**config.mk**
```make
export PLATFORM = sky130hd
export DESIGN_NAME = multicycle_control
export DESIGN_NICKNAME = d
export VERILOG_FILES = /design/src/rtl/riscv_ctrl_pkg.sv /design/src/rtl/instr_class_decode.sv /design/src/rtl/multicycle_control.sv
export SDC_FILE = /design/constraint.sdc
export NUM_CORES = 1
export LEC_CHECK = 0
export BUFFER_PORTS_ARGS = -buffer_cell sky130_fd_sc_hd__buf_4
export CAP_MARGIN = 20
export CORE_UTILIZATION = 35
export DETAILED_ROUTE_END_ITERATION = 8
export PLACE_DENSITY = 0.7
export SKIP_LAST_GASP = 1
export SYNTH_ARGS = -nofsm -noshare
export SYNTH_HDL_FRONTEND = slang
export SYNTH_SLANG_ARGS = --single-unit
```
**constraint.sdc**
```tcl
create_clock -name clk -period 4.7 [get_ports clk]
set_clock_uncertainty 0.15 [all_clocks]
set_input_delay 0.94 -clock clk [delete_from_list [all_inputs] [get_ports clk]]
set_output_delay 0.94 -clock clk [all_outputs]
set_load 0.02 [all_outputs]
```
**src/rtl/riscv_ctrl_pkg.sv**
```systemverilog
// Shared encodings for the multi-cycle RV32 control path: FSM states,
// instruction classes, opcode/funct fields, ALU codes and mux selects.
package riscv_ctrl_pkg;

    typedef enum logic [3:0] {
        FETCH     = 4'd0,
        DECODE    = 4'd1,
        EXEC_I    = 4'd2,
        EXEC_R    = 4'd3,
        EXEC_LUI  = 4'd4,
        WB_ALU    = 4'd5,
        MEM_ADDR  = 4'd6,
        MEM_RD    = 4'd7,
        WB_MEM    = 4'd8,
        MEM_WR    = 4'd9,
        BRANCH    = 4'd10,
        JAL       = 4'd11,
        JALR_ADDR = 4'd12,
        JALR_LINK = 4'd13,
        TRAP      = 4'd14
    } state_e;

    typedef enum logic [3:0] {
        CLS_ADDI    = 4'd0,
        CLS_SLL     = 4'd1,
        CLS_LUI     = 4'd2,
        CLS_LBU     = 4'd3,
        CLS_SB      = 4'd4,
        CLS_BNE     = 4'd5,
        CLS_JAL     = 4'd6,
        CLS_JALR    = 4'd7,
        CLS_ILLEGAL = 4'd8
    } instr_class_e;

    // Opcodes
    localparam logic [6:0] OP_IMM    = 7'b0010011;
    localparam logic [6:0] OP_REG    = 7'b0110011;
    localparam logic [6:0] OP_LUI    = 7'b0110111;
    localparam logic [6:0] OP_LOAD   = 7'b0000011;
    localparam logic [6:0] OP_STORE  = 7'b0100011;
    localparam logic [6:0] OP_BRANCH = 7'b1100011;
    localparam logic [6:0] OP_JAL    = 7'b1101111;
    localparam logic [6:0] OP_JALR   = 7'b1100111;

    // funct3 / funct7 values of the supported instructions
    localparam logic [2:0] F3_ADDI = 3'b000;
    localparam logic [2:0] F3_SLL  = 3'b001;
    localparam logic [2:0] F3_LBU  = 3'b100;
    localparam logic [2:0] F3_SB   = 3'b000;
    localparam logic [2:0] F3_BNE  = 3'b001;
    localparam logic [2:0] F3_JALR = 3'b000;
    localparam logic [6:0] F7_ZERO = 7'b0000000;

    // ALU control codes
    localparam logic [2:0] ALU_ADD      = 3'b000;
    localparam logic [2:0] ALU_NE       = 3'b001;
    localparam logic [2:0] ALU_JAL_ADD  = 3'b010;
    localparam logic [2:0] ALU_JALR_ADD = 3'b011;
    localparam logic [2:0] ALU_LUI      = 3'b100;
    localparam logic [2:0] ALU_LBU      = 3'b101;
    localparam logic [2:0] ALU_SB_ADD   = 3'b110;
    localparam logic [2:0] ALU_SLL      = 3'b111;

    // Operand A select
    localparam logic [1:0] SRC_A_PC     = 2'b00;
    localparam logic [1:0] SRC_A_OLD_PC = 2'b01;
    localparam logic [1:0] SRC_A_RS1    = 2'b10;

    // Operand B select
    localparam logic [1:0] SRC_B_RS2  = 2'b00;
    localparam logic [1:0] SRC_B_IMM  = 2'b01;
    localparam logic [1:0] SRC_B_FOUR = 2'b10;

    // Immediate format
    localparam logic [2:0] IMM_I = 3'b000;
    localparam logic [2:0] IMM_S = 3'b001;
    localparam logic [2:0] IMM_B = 3'b010;
    localparam logic [2:0] IMM_J = 3'b011;
    localparam logic [2:0] IMM_U = 3'b100;

    // Register-file write-back source
    localparam logic [1:0] RES_ALUOUT = 2'b00;
    localparam logic [1:0] RES_MEM    = 2'b01;
    localparam logic [1:0] RES_ALU    = 2'b10;

    // Complete set of control outputs, so reset gating is a single mux
    typedef struct packed {
        logic [2:0] alu;
        logic [1:0] src_a;
        logic [1:0] src_b;
        logic [2:0] imm;
        logic [1:0] result;
        logic       pc_src;
        logic       addr_src;
        logic       mem_req;
        logic       mem_we;
        logic       ir_write;
        logic       pc_write;
        logic       reg_write;
    } ctrl_t;

    // Immediate format that the instruction class uses in DECODE
    function automatic logic [2:0] imm_for_class(input instr_class_e cls);
        logic [2:0] imm;
        case (cls)
            CLS_SB:  imm = IMM_S;
            CLS_BNE: imm = IMM_B;
            CLS_JAL: imm = IMM_J;
            CLS_LUI: imm = IMM_U;
            default: imm = IMM_I;
        endcase
        return imm;
    endfunction

endpackage

```
**src/rtl/instr_class_decode.sv**
```systemverilog
// Combinational classifier: maps an instruction word onto one of the
// supported instruction classes and flags anything else as illegal.
module instr_class_decode
    import riscv_ctrl_pkg::*;
#(
    parameter int DATA_WIDTH = 32
) (
    input  logic [DATA_WIDTH-1:0] instr,
    output instr_class_e          cls,
    output logic                  legal
);

    logic [6:0] opcode_s;
    logic [2:0] funct3_s;
    logic [6:0] funct7_s;
    logic       unused_fields_s;

    assign opcode_s = instr[6:0];
    assign funct3_s = instr[14:12];
    assign funct7_s = instr[31:25];
    // Register and immediate fields are irrelevant to classification
    assign unused_fields_s = ^{instr[24:15], instr[11:7]};

    // Opcode/funct match to instruction class
    always_comb begin
        cls = CLS_ILLEGAL;
        case (opcode_s)
            OP_IMM:    if (funct3_s == F3_ADDI) cls = CLS_ADDI; else cls = CLS_ILLEGAL;
            OP_REG:    if ((funct3_s == F3_SLL) && (funct7_s == F7_ZERO)) cls = CLS_SLL;
                       else cls = CLS_ILLEGAL;
            OP_LUI:    cls = CLS_LUI;
            OP_LOAD:   if (funct3_s == F3_LBU) cls = CLS_LBU; else cls = CLS_ILLEGAL;
            OP_STORE:  if (funct3_s == F3_SB) cls = CLS_SB; else cls = CLS_ILLEGAL;
            OP_BRANCH: if (funct3_s == F3_BNE) cls = CLS_BNE; else cls = CLS_ILLEGAL;
            OP_JAL:    cls = CLS_JAL;
            OP_JALR:   if (funct3_s == F3_JALR) cls = CLS_JALR; else cls = CLS_ILLEGAL;
            default:   cls = CLS_ILLEGAL;
        endcase
    end

    assign legal = (cls != CLS_ILLEGAL);

endmodule

```
**src/rtl/multicycle_control.sv**
```systemverilog
// Multi-cycle control FSM for the RV32 ALU subset. Moore outputs decoded
// from the state register, except the fetch write strobes (qualified by
// mem_ready) and the branch PC write (qualified by the ALU Zero flag).
module multicycle_control
    import riscv_ctrl_pkg::*;
#(
    parameter int DATA_WIDTH     = 32,
    parameter int ALU_CTRL_WIDTH = 3
) (
    input  logic                      clk,
    input  logic                      rst_n,
    input  logic [DATA_WIDTH-1:0]     instr,
    input  logic                      zero,
    input  logic                      mem_ready,
    output logic [ALU_CTRL_WIDTH-1:0] alu_control,
    output logic [1:0]                src_a_sel,
    output logic [1:0]                src_b_sel,
    output logic [2:0]                imm_src,
    output logic [1:0]                result_src,
    output logic                      pc_src,
    output logic                      addr_src,
    output logic                      mem_req,
    output logic                      mem_we,
    output logic                      ir_write,
    output logic                      pc_write,
    output logic                      reg_write,
    output logic                      illegal_instr,
    output logic [3:0]                state_dbg
);

    state_e       state_q, state_d;
    logic         illegal_q, illegal_d;
    instr_class_e cls_s;
    logic         legal_s;
    ctrl_t        ctrl_s;
    ctrl_t        ctrl_out_s;

    instr_class_decode #(
        .DATA_WIDTH (DATA_WIDTH)
    ) u_decode (
        .instr (instr),
        .cls   (cls_s),
        .legal (legal_s)
    );

    // State and sticky illegal flag; reset abandons any instruction in flight
    always_ff @(posedge clk or negedge rst_n) begin
        if (!rst_n) begin
            state_q   <= FETCH;
            illegal_q <= 1'b0;
        end else begin
            state_q   <= state_d;
            illegal_q <= illegal_d;
        end
    end

    // Next-state selection
    always_comb begin
        state_d = state_q;
        case (state_q)
            FETCH:    if (mem_ready) state_d = DECODE; else state_d = FETCH;
            DECODE: begin
                if (!legal_s) begin
                    state_d = TRAP;
                end else begin
                    case (cls_s)
                        CLS_ADDI: state_d = EXEC_I;
                        CLS_SLL:  state_d = EXEC_R;
                        CLS_LUI:  state_d = EXEC_LUI;
                        CLS_LBU:  state_d = MEM_ADDR;
                        CLS_SB:   state_d = MEM_ADDR;
                        CLS_BNE:  state_d = BRANCH;
                        CLS_JAL:  state_d = JAL;
                        CLS_JALR: state_d = JALR_ADDR;
                        default:  state_d = TRAP;
                    endcase
                end
            end
            EXEC_I:    state_d = WB_ALU;
            EXEC_R:    state_d = WB_ALU;
            EXEC_LUI:  state_d = WB_ALU;
            WB_ALU:    state_d = FETCH;
            MEM_ADDR: begin
                if (cls_s == CLS_LBU) state_d = MEM_RD;
                else if (cls_s == CLS_SB) state_d = MEM_WR;
                else state_d = TRAP;
            end
            MEM_RD:    if (mem_ready) state_d = WB_MEM; else state_d = MEM_RD;
            WB_MEM:    state_d = FETCH;
            MEM_WR:    if (mem_ready) state_d = FETCH; else state_d = MEM_WR;
            BRANCH:    state_d = FETCH;
            JAL:       state_d = FETCH;
            JALR_ADDR: state_d = JALR_LINK;
            JALR_LINK: state_d = FETCH;
            TRAP:      state_d = TRAP;
            default:   state_d = TRAP;
        endcase
    end

    // Illegal flag is set on the way into TRAP and only reset clears it
    always_comb begin
        illegal_d = illegal_q;
        if (state_d == TRAP) illegal_d = 1'b1;
        else illegal_d = illegal_q;
    end

    // Per-state control decode
    always_comb begin
        ctrl_s = '0;
        case (state_q)
            FETCH: begin
                ctrl_s.mem_req  = 1'b1;
                ctrl_s.addr_src = 1'b0;
                ctrl_s.src_a    = SRC_A_PC;
                ctrl_s.src_b    = SRC_B_FOUR;
                ctrl_s.alu      = ALU_ADD;
                ctrl_s.pc_src   = 1'b0;
                ctrl_s.ir_write = mem_ready;
                ctrl_s.pc_write = mem_ready;
            end
            DECODE: begin
                // ALUOut captures oldPC + imm as branch/jump target
                ctrl_s.src_a = SRC_A_OLD_PC;
                ctrl_s.src_b = SRC_B_IMM;
                ctrl_s.alu   = ALU_ADD;
                ctrl_s.imm   = imm_for_class(cls_s);
            end
            EXEC_I: begin
                ctrl_s.src_a = SRC_A_RS1;
                ctrl_s.src_b = SRC_B_IMM;
                ctrl_s.imm   = IMM_I;
                ctrl_s.alu   = ALU_ADD;
            end
            EXEC_R: begin
                ctrl_s.src_a = SRC_A_RS1;
                ctrl_s.src_b = SRC_B_RS2;
                ctrl_s.alu   = ALU_SLL;
            end
            EXEC_LUI: begin
                ctrl_s.src_b = SRC_B_IMM;
                ctrl_s.imm   = IMM_U;
                ctrl_s.alu   = ALU_LUI;
            end
            WB_ALU: begin
                ctrl_s.result    = RES_ALUOUT;
                ctrl_s.reg_write = 1'b1;
            end
            MEM_ADDR: begin
                ctrl_s.src_a = SRC_A_RS1;
                ctrl_s.src_b = SRC_B_IMM;
                ctrl_s.alu   = ALU_ADD;
                if (cls_s == CLS_SB) ctrl_s.imm = IMM_S; else ctrl_s.imm = IMM_I;
            end
            MEM_RD: begin
                ctrl_s.mem_req  = 1'b1;
                ctrl_s.addr_src = 1'b1;
                ctrl_s.mem_we   = 1'b0;
            end
            WB_MEM: begin
                ctrl_s.result    = RES_MEM;
                ctrl_s.alu       = ALU_LBU;
                ctrl_s.reg_write = 1'b1;
            end
            MEM_WR: begin
                ctrl_s.mem_req  = 1'b1;
                ctrl_s.mem_we   = 1'b1;
                ctrl_s.addr_src = 1'b1;
                ctrl_s.alu      = ALU_SB_ADD;
            end
            BRANCH: begin
                // Zero=0 means operands differ, so BNE is taken
                ctrl_s.src_a    = SRC_A_RS1;
                ctrl_s.src_b    = SRC_B_RS2;
                ctrl_s.alu      = ALU_NE;
                ctrl_s.pc_src   = 1'b1;
                ctrl_s.pc_write = ~zero;
            end
            JAL, JALR_LINK: begin
                // Link value oldPC + 4 goes straight to rd; PC takes ALUOut
                ctrl_s.src_a     = SRC_A_OLD_PC;
                ctrl_s.src_b     = SRC_B_FOUR;
                ctrl_s.alu       = ALU_JAL_ADD;
                ctrl_s.result    = RES_ALU;
                ctrl_s.reg_write = 1'b1;
                ctrl_s.pc_src    = 1'b1;
                ctrl_s.pc_write  = 1'b1;
            end
            JALR_ADDR: begin
                ctrl_s.src_a = SRC_A_RS1;
                ctrl_s.src_b = SRC_B_IMM;
                ctrl_s.imm   = IMM_I;
                ctrl_s.alu   = ALU_JALR_ADD;
            end
            TRAP:    ctrl_s = '0;
            default: ctrl_s = '0;
        endcase
    end

    // While reset is asserted every strobe and select is forced low at once
    assign ctrl_out_s = rst_n ? ctrl_s : '0;

    assign alu_control   = ctrl_out_s.alu;
    assign src_a_sel     = ctrl_out_s.src_a;
    assign src_b_sel     = ctrl_out_s.src_b;
    assign imm_src       = ctrl_out_s.imm;
    assign result_src    = ctrl_out_s.result;
    assign pc_src        = ctrl_out_s.pc_src;
    assign addr_src      = ctrl_out_s.addr_src;
    assign mem_req       = ctrl_out_s.mem_req;
    assign mem_we        = ctrl_out_s.mem_we;
    assign ir_write      = ctrl_out_s.ir_write;
    assign pc_write      = ctrl_out_s.pc_write;
    assign reg_write     = ctrl_out_s.reg_write;
    assign illegal_instr = rst_n & illegal_q;
    assign state_dbg     = state_q;

endmodule

```
==> results_dict.tcl, run 1 <==
set metrics [dict create \
    busiest_layer "met2" \
    syn-num-nets 220 \
    placed_cell_area_mm2 0.00154 \
    crit_chain "buf_4 > or4_1 > nor2_1 > a21oi_1 > o41ai_1 > buf_4 > inv_1 > ha_1 > nand2_1 > nor2_1 > a21oi_1 > nor3b_1 > buf_4" \
    ir_drop_mv 0.0795 \
    cts_htree_levels 1 \
    path_common_cell "buf_4" \
    post-route-period-util_pct 90.1 \
    timing.rr.end "illegal_q" \
    cts_hold_buf 0 \
    grt_pass1_vias 1146 \
    cts_buffers 3 \
    dieArea_mm2 0.00373 \
    layout_commonest_cell "buf_4" \
    startpoint_type "input pin" \
    synth_flop_cell "dfrtp_1" \
    fin_tns_setup_ps 0 \
    crit_fanout 4 \
    post-cts-setup-buffer-count 0 \
    die_y_um 61.1 \
    io_buffer_count 44 \
    grtUsageMet3_pct 1.89 \
    io_pins 60 \
    worstMarginPinSlew_ps 802 \
    final_util_pct 46.9 \
    hold_end "illegal_q" \
    period_minus_slack_ps 4240 \
    r2r_start "state_dbg[1]" \
    setup_violations 0 \
    worst_slack_ps 463 \
    rows 21 \
    antenna_found_initial 0 \
    stdcell_area_mm2 0.00156 \
    rsz0062_at_grt "no" \
    cpPeakStageDelay_ps 540 \
    worstSetupStartpoint "instr[27]" \
    clk_pin_slew_ps 40 \
    syn-cell-area_mm2 0.00122 \
    cts_tree "yes" \
    worst_r2r_path_depth 5 \
    maxCapViolCount 0 \
    avgRoutedWirePerCell_um 12.1 \
    grt_pass1_wl_mm 5.01 \
    n_fill_cell 345 \
    dpl_worst_slack_ps 455 \
    syn_inst 178 \
    vias 1378 \
    detailed_place_hpwl_mm 2.30 \
    ys_ff_latch 5 \
    gp_congestion 0.828 \
    slew_headroom_pct 46.5 \
    hold_depth 1 \
    finish.net_count 257 \
    max_freq_mhz 236 \
    syn_to_final_growth_pct 28.1 \
    routed_wl_mm 3.15 \
    avgSynthCellArea_um2 6.86 \
    cts_sinks 5 \
    grt.overflow.total 0 \
    initial_core_util_pct 36.6 \
    yosysWarningCount 0 \
    first_pass_iters 4 \
    viasPerCell 5.30 \
    cp.arrival_ps 3150 \
    root_buffer "clkbuf_4" \
    worstSetupPathType "in -> out" \
    slowest_stage "or4_1" \
    initialDrtViolationCount 115 \
    r2r_slack_ps 2490 \
    cts_resized 0 \
    use_met2_pct 30.3 \
    antennaDiodeCount 0 \
    synth_edf_count 0 \
    fp.dieW_um 61.1 \
    drive_gt1_share_pct 28.5 \
    required_ps 3610 \
    mostFrequentLayoutCells "46 x buf_4, 21 x nor2_1, 15 x nand2_1" \
    slew_violations 0 \
    synthArstFlopShare_pct 100 \
    multi_input_area_um2 995 \
    clk_latency_ps 240 \
    worstHoldStart "illegal_q" \
    finalHoldViolations 0 \
    grt_usage_pct 16.9 \
    status "completed" \
    use_met1_pct 22.7 \
    cts_buffer_depth 2 \
    synthDistinctLibCells 53 \
    yosysSeqAreaShare_pct 10.2 \
    power-per-cell-area_mw_per_mm2 107 \
    grt_max_degree 28 \
    end_kind "primary output" \
    drc 0 \
    floorplan.core_area_mm2 0.00334 \
    hold_class "reg -> reg" \
    cellLeakagePower_uw 0.000628 \
    ff_latch_area_um2 125 \
    ant_nets 0 \
]
-- final cells by class --
class	instances	area share [%]
Sequential cell	5	8.00
Tap cell	46	3.68
Inverter	4	0.960
Multi-Input combinational cell	155	63.6
Clock buffer	4	1.68
Timing Repair Buffer	46	22.1
-- cells in the mapped netlist (3+ instances only) --
library cell  number  area (um^2)
nand2_1           15         56.3
inv_1              4         15.0
clkbuf_1           9         33.8
o21a_1             4         30.0
buf_6              3         33.8
a31oi_1            4         25.0
mux2i_1            3         30.0
and2_1             4         25.0
or2b_2             3         26.3
a21oi_1           12         60.1
nand2b_1           6         37.5
o21ai_0           11         55.1
nor3_1             7         35.0
dfrtp_1            5          125
or3_1              3         18.8
nor2b_1            8         50.1
nor2_1            21         78.8
ha_1               6         75.1
nand3_1            7         35.0
-- how the worst max path moves through the flow --
stage	to	slack, ps	cells past startpoint
2_1_floorplan	imm_src[2]	600	9
3_3_place_gp	imm_src[2]	470	13
3_5_place_dp	imm_src[2]	460	13
4_1_cts	imm_src[2]	450	13
5_1_grt	imm_src[2]	310	13
6_report	imm_src[2]	460	13
-- routing by layer --
metal  routed length [um]  share of wire (%)
met4                    0                  0
met3                   74                2.3
met5                    0                  0
met2                 1550                 49
met1                 1530                 48
-- kinds of logic after synthesis --
family | after synthesis | synth area share [%]
simple gates | 92 | 42.9
compound gates | 52 | 28.5
buf+inv | 18 | 8.30
fa+ha+maj | 6 | 6.15
flops | 5 | 10.2
mux | 3 | 2.46
xor+xnor | 2 | 1.43
-- through the flow --
step / total power [uW] / hold slack, ps / cells
2_1_floorplan: 92.4 / 279 / 178
3_3_place_gp: 117 / 307 / 256
3_5_place_dp: 118 / 320 / 256
4_1_cts: 169 / 330 / 260
5_1_grt: 181 / 354 / 260
6_report: 167 / 332 / 260
-- flip-flops by register name (all words and copies together) (netlist names) --
register	cells
illegal_q	1
state_dbg	4
-- power breakdown --
part	total, uW	internal, uW	switching (uW)
logic	67.2	31.5	35.6
clock network	49.7	32.1	17.6
registers	50.4	44.4	6.05
-- critical path: cells and delay by family --
kind,cells,cell delay (ps)
compound gates,3,520
fa+ha+maj,1,240
buf+inv,4,550
simple gates,5,880
Note: power is estimated with default switching activity, not from simulation.
==> run 2, diff against run 1 <==
--- a/config.mk
+++ b/config.mk
@@ -7,6 +7,7 @@
 export LEC_CHECK = 0
 export BUFFER_PORTS_ARGS = -buffer_cell sky130_fd_sc_hd__buf_4
 export CAP_MARGIN = 20
+export CORE_ASPECT_RATIO = 0.6
 export CORE_UTILIZATION = 35
 export DETAILED_ROUTE_END_ITERATION = 8
 export PLACE_DENSITY = 0.7
==> run 2 against run 1 <==
Net effect:
- sequential power increased by 0.8%
- worst setup slack got worse by 28 ps
- maximum frequency decreased by 0.66%
- largest cell class unchanged
- sequential share of layout area decreased by 0.089 points
==> results_dict.tcl, run 2 (synthesis gave the netlist of run 1 again) <==
set metrics [dict create \
    finish.net_count 257 \
    worstSetupPathType "in -> out" \
    ff_latch_area_um2 125 \
    grt_pass1_wl_mm 5.12 \
    required_ps 3610 \
    rsz0062_at_grt "no" \
    dpl_worst_slack_ps 460 \
    finalPower_uw 195 \
    cts_htree_levels 1 \
    cts_buffers 3 \
    fp.dieW_um 78.3 \
    first_pass_iters 4 \
    slew_violations 0 \
    cp.arrival_ps 3170 \
    viasPerCell 5.52 \
    power-per-cell-area_mw_per_mm2 123 \
    grt_usage_pct 17.3 \
    ir_drop_mv 0.170 \
    grt.overflow.total 0 \
    mostFrequentLayoutCells "46 x buf_4, 21 x nor2_1, 15 x nand2_1" \
    end_kind "primary output" \
    hold_class "reg -> reg" \
    worstMarginPinSlew_ps 857 \
    vias 1430 \
    routed_wl_mm 3.29 \
    max_freq_mhz 234 \
    root_buffer "clkbuf_8" \
    drive_gt1_share_pct 28.5 \
    fin_tns_setup_ps 0 \
    die_y_um 47.8 \
    drc 0 \
    post-route-period-util_pct 90.7 \
    slowest_stage "or4_1" \
    layout_commonest_cell "buf_4" \
    cellLeakagePower_uw 0.000636 \
    initialDrtViolationCount 107 \
    period_minus_slack_ps 4260 \
    clk_latency_ps 220 \
    cts_resized 0 \
    worst_slack_ps 435 \
    cp.buffers_inverters 4 \
    antenna_found_initial 0 \
    n_fill_cell 337 \
    place_inst 255 \
    critical_path.top_delay_family "simple AND/OR/NAND/NOR gates" \
    dieArea_mm2 0.00374 \
    rows 16 \
    clk_pin_slew_ps 30 \
    multi_input_area_um2 995 \
    floorplan.core_area_mm2 0.00328 \
    cts_sinks 5 \
    cpPeakStageDelay_ps 540 \
    post-cts-setup-buffer-count 0 \
    gp_congestion 0.864 \
    io_pins 60 \
    grt_max_degree 28 \
    cts_tree "yes" \
    antennaDiodeCount 0 \
    avgRoutedWirePerCell_um 12.7 \
    io_buffer_count 44 \
    ant_nets 0 \
    instances_no_fill 259 \
    detailed_place_hpwl_mm 2.52 \
    cts_buffer_depth 2 \
    maxCapViolCount 0 \
    slew_headroom_pct 42.9 \
    grt_pass1_vias 1070 \
    path_common_cell "buf_4" \
    cts_hold_buf 0 \
    crit_fanout 4 \
    finalHoldViolations 0 \
    syn_to_final_growth_pct 29.5 \
    crit_chain "buf_4 > or4_1 > nor2_1 > a21oi_1 > o41ai_1 > buf_4 > inv_1 > ha_1 > nand2_1 > nor2_1 > a21oi_1 > nor3b_1 > buf_4" \
    startpoint_type "input pin" \
    largest_register_ffs 4 \
    setup_violations 0 \
    final_util_pct 48.2 \
    status "completed" \
    initial_core_util_pct 37.2 \
]
==> run 2: area by class of cell <==
class	count	share of cell area, %
inverters	4	0.949
flip-flops and latches	5	7.91
well taps	45	3.56
multi-input cells	155	62.9
clock buffers	4	2.85
repair buffers	46	21.8
==> run 2: final timing paths <==
path	startpoint	depth (start not counted)	endpoint	slack, ps
max	instr[27]	13	imm_src[2]	440
min in group asynchronous	rst_n	1	state_dbg[2]	430
min reg2reg	illegal_q	1	illegal_q	310
max reg2reg	state_dbg[3]	5	illegal_q	2400
max in group asynchronous	rst_n	1	illegal_q	3800
min	illegal_q	1	illegal_q	310
==> run 2: per-stage QoR <==
step | instance area [um^2] | hold slack (ps)
after detailed placement | 1540 | 300
final | 1580 | 307
after CTS | 1580 | 316
after global routing | 1580 | 353
after floorplan | 1220 | 279
after global placement | 1540 | 303
==> run 2: power breakdown <==
part	total, uW	internal [uW]	switching [uW]
logic	67.3	31.5	35.8
clock network	77.1	58.0	19.0
registers	50.8	44.5	6.28
total	195	134	61.1
==> run 2: metal layers <==
| metal | up-vias | wire length [um] | global-route usage, % |
|---|---|---|---|
| met5 | - | 0 | 0 |
| met1 | 660 | 1740 | 27.4 |
| met4 | 0 | 0 | 1.11 |
| met3 | 0 | 190 | 2.67 |
| li1 | 727 | - | - |
| met2 | 43 | 1360 | 25.3 |
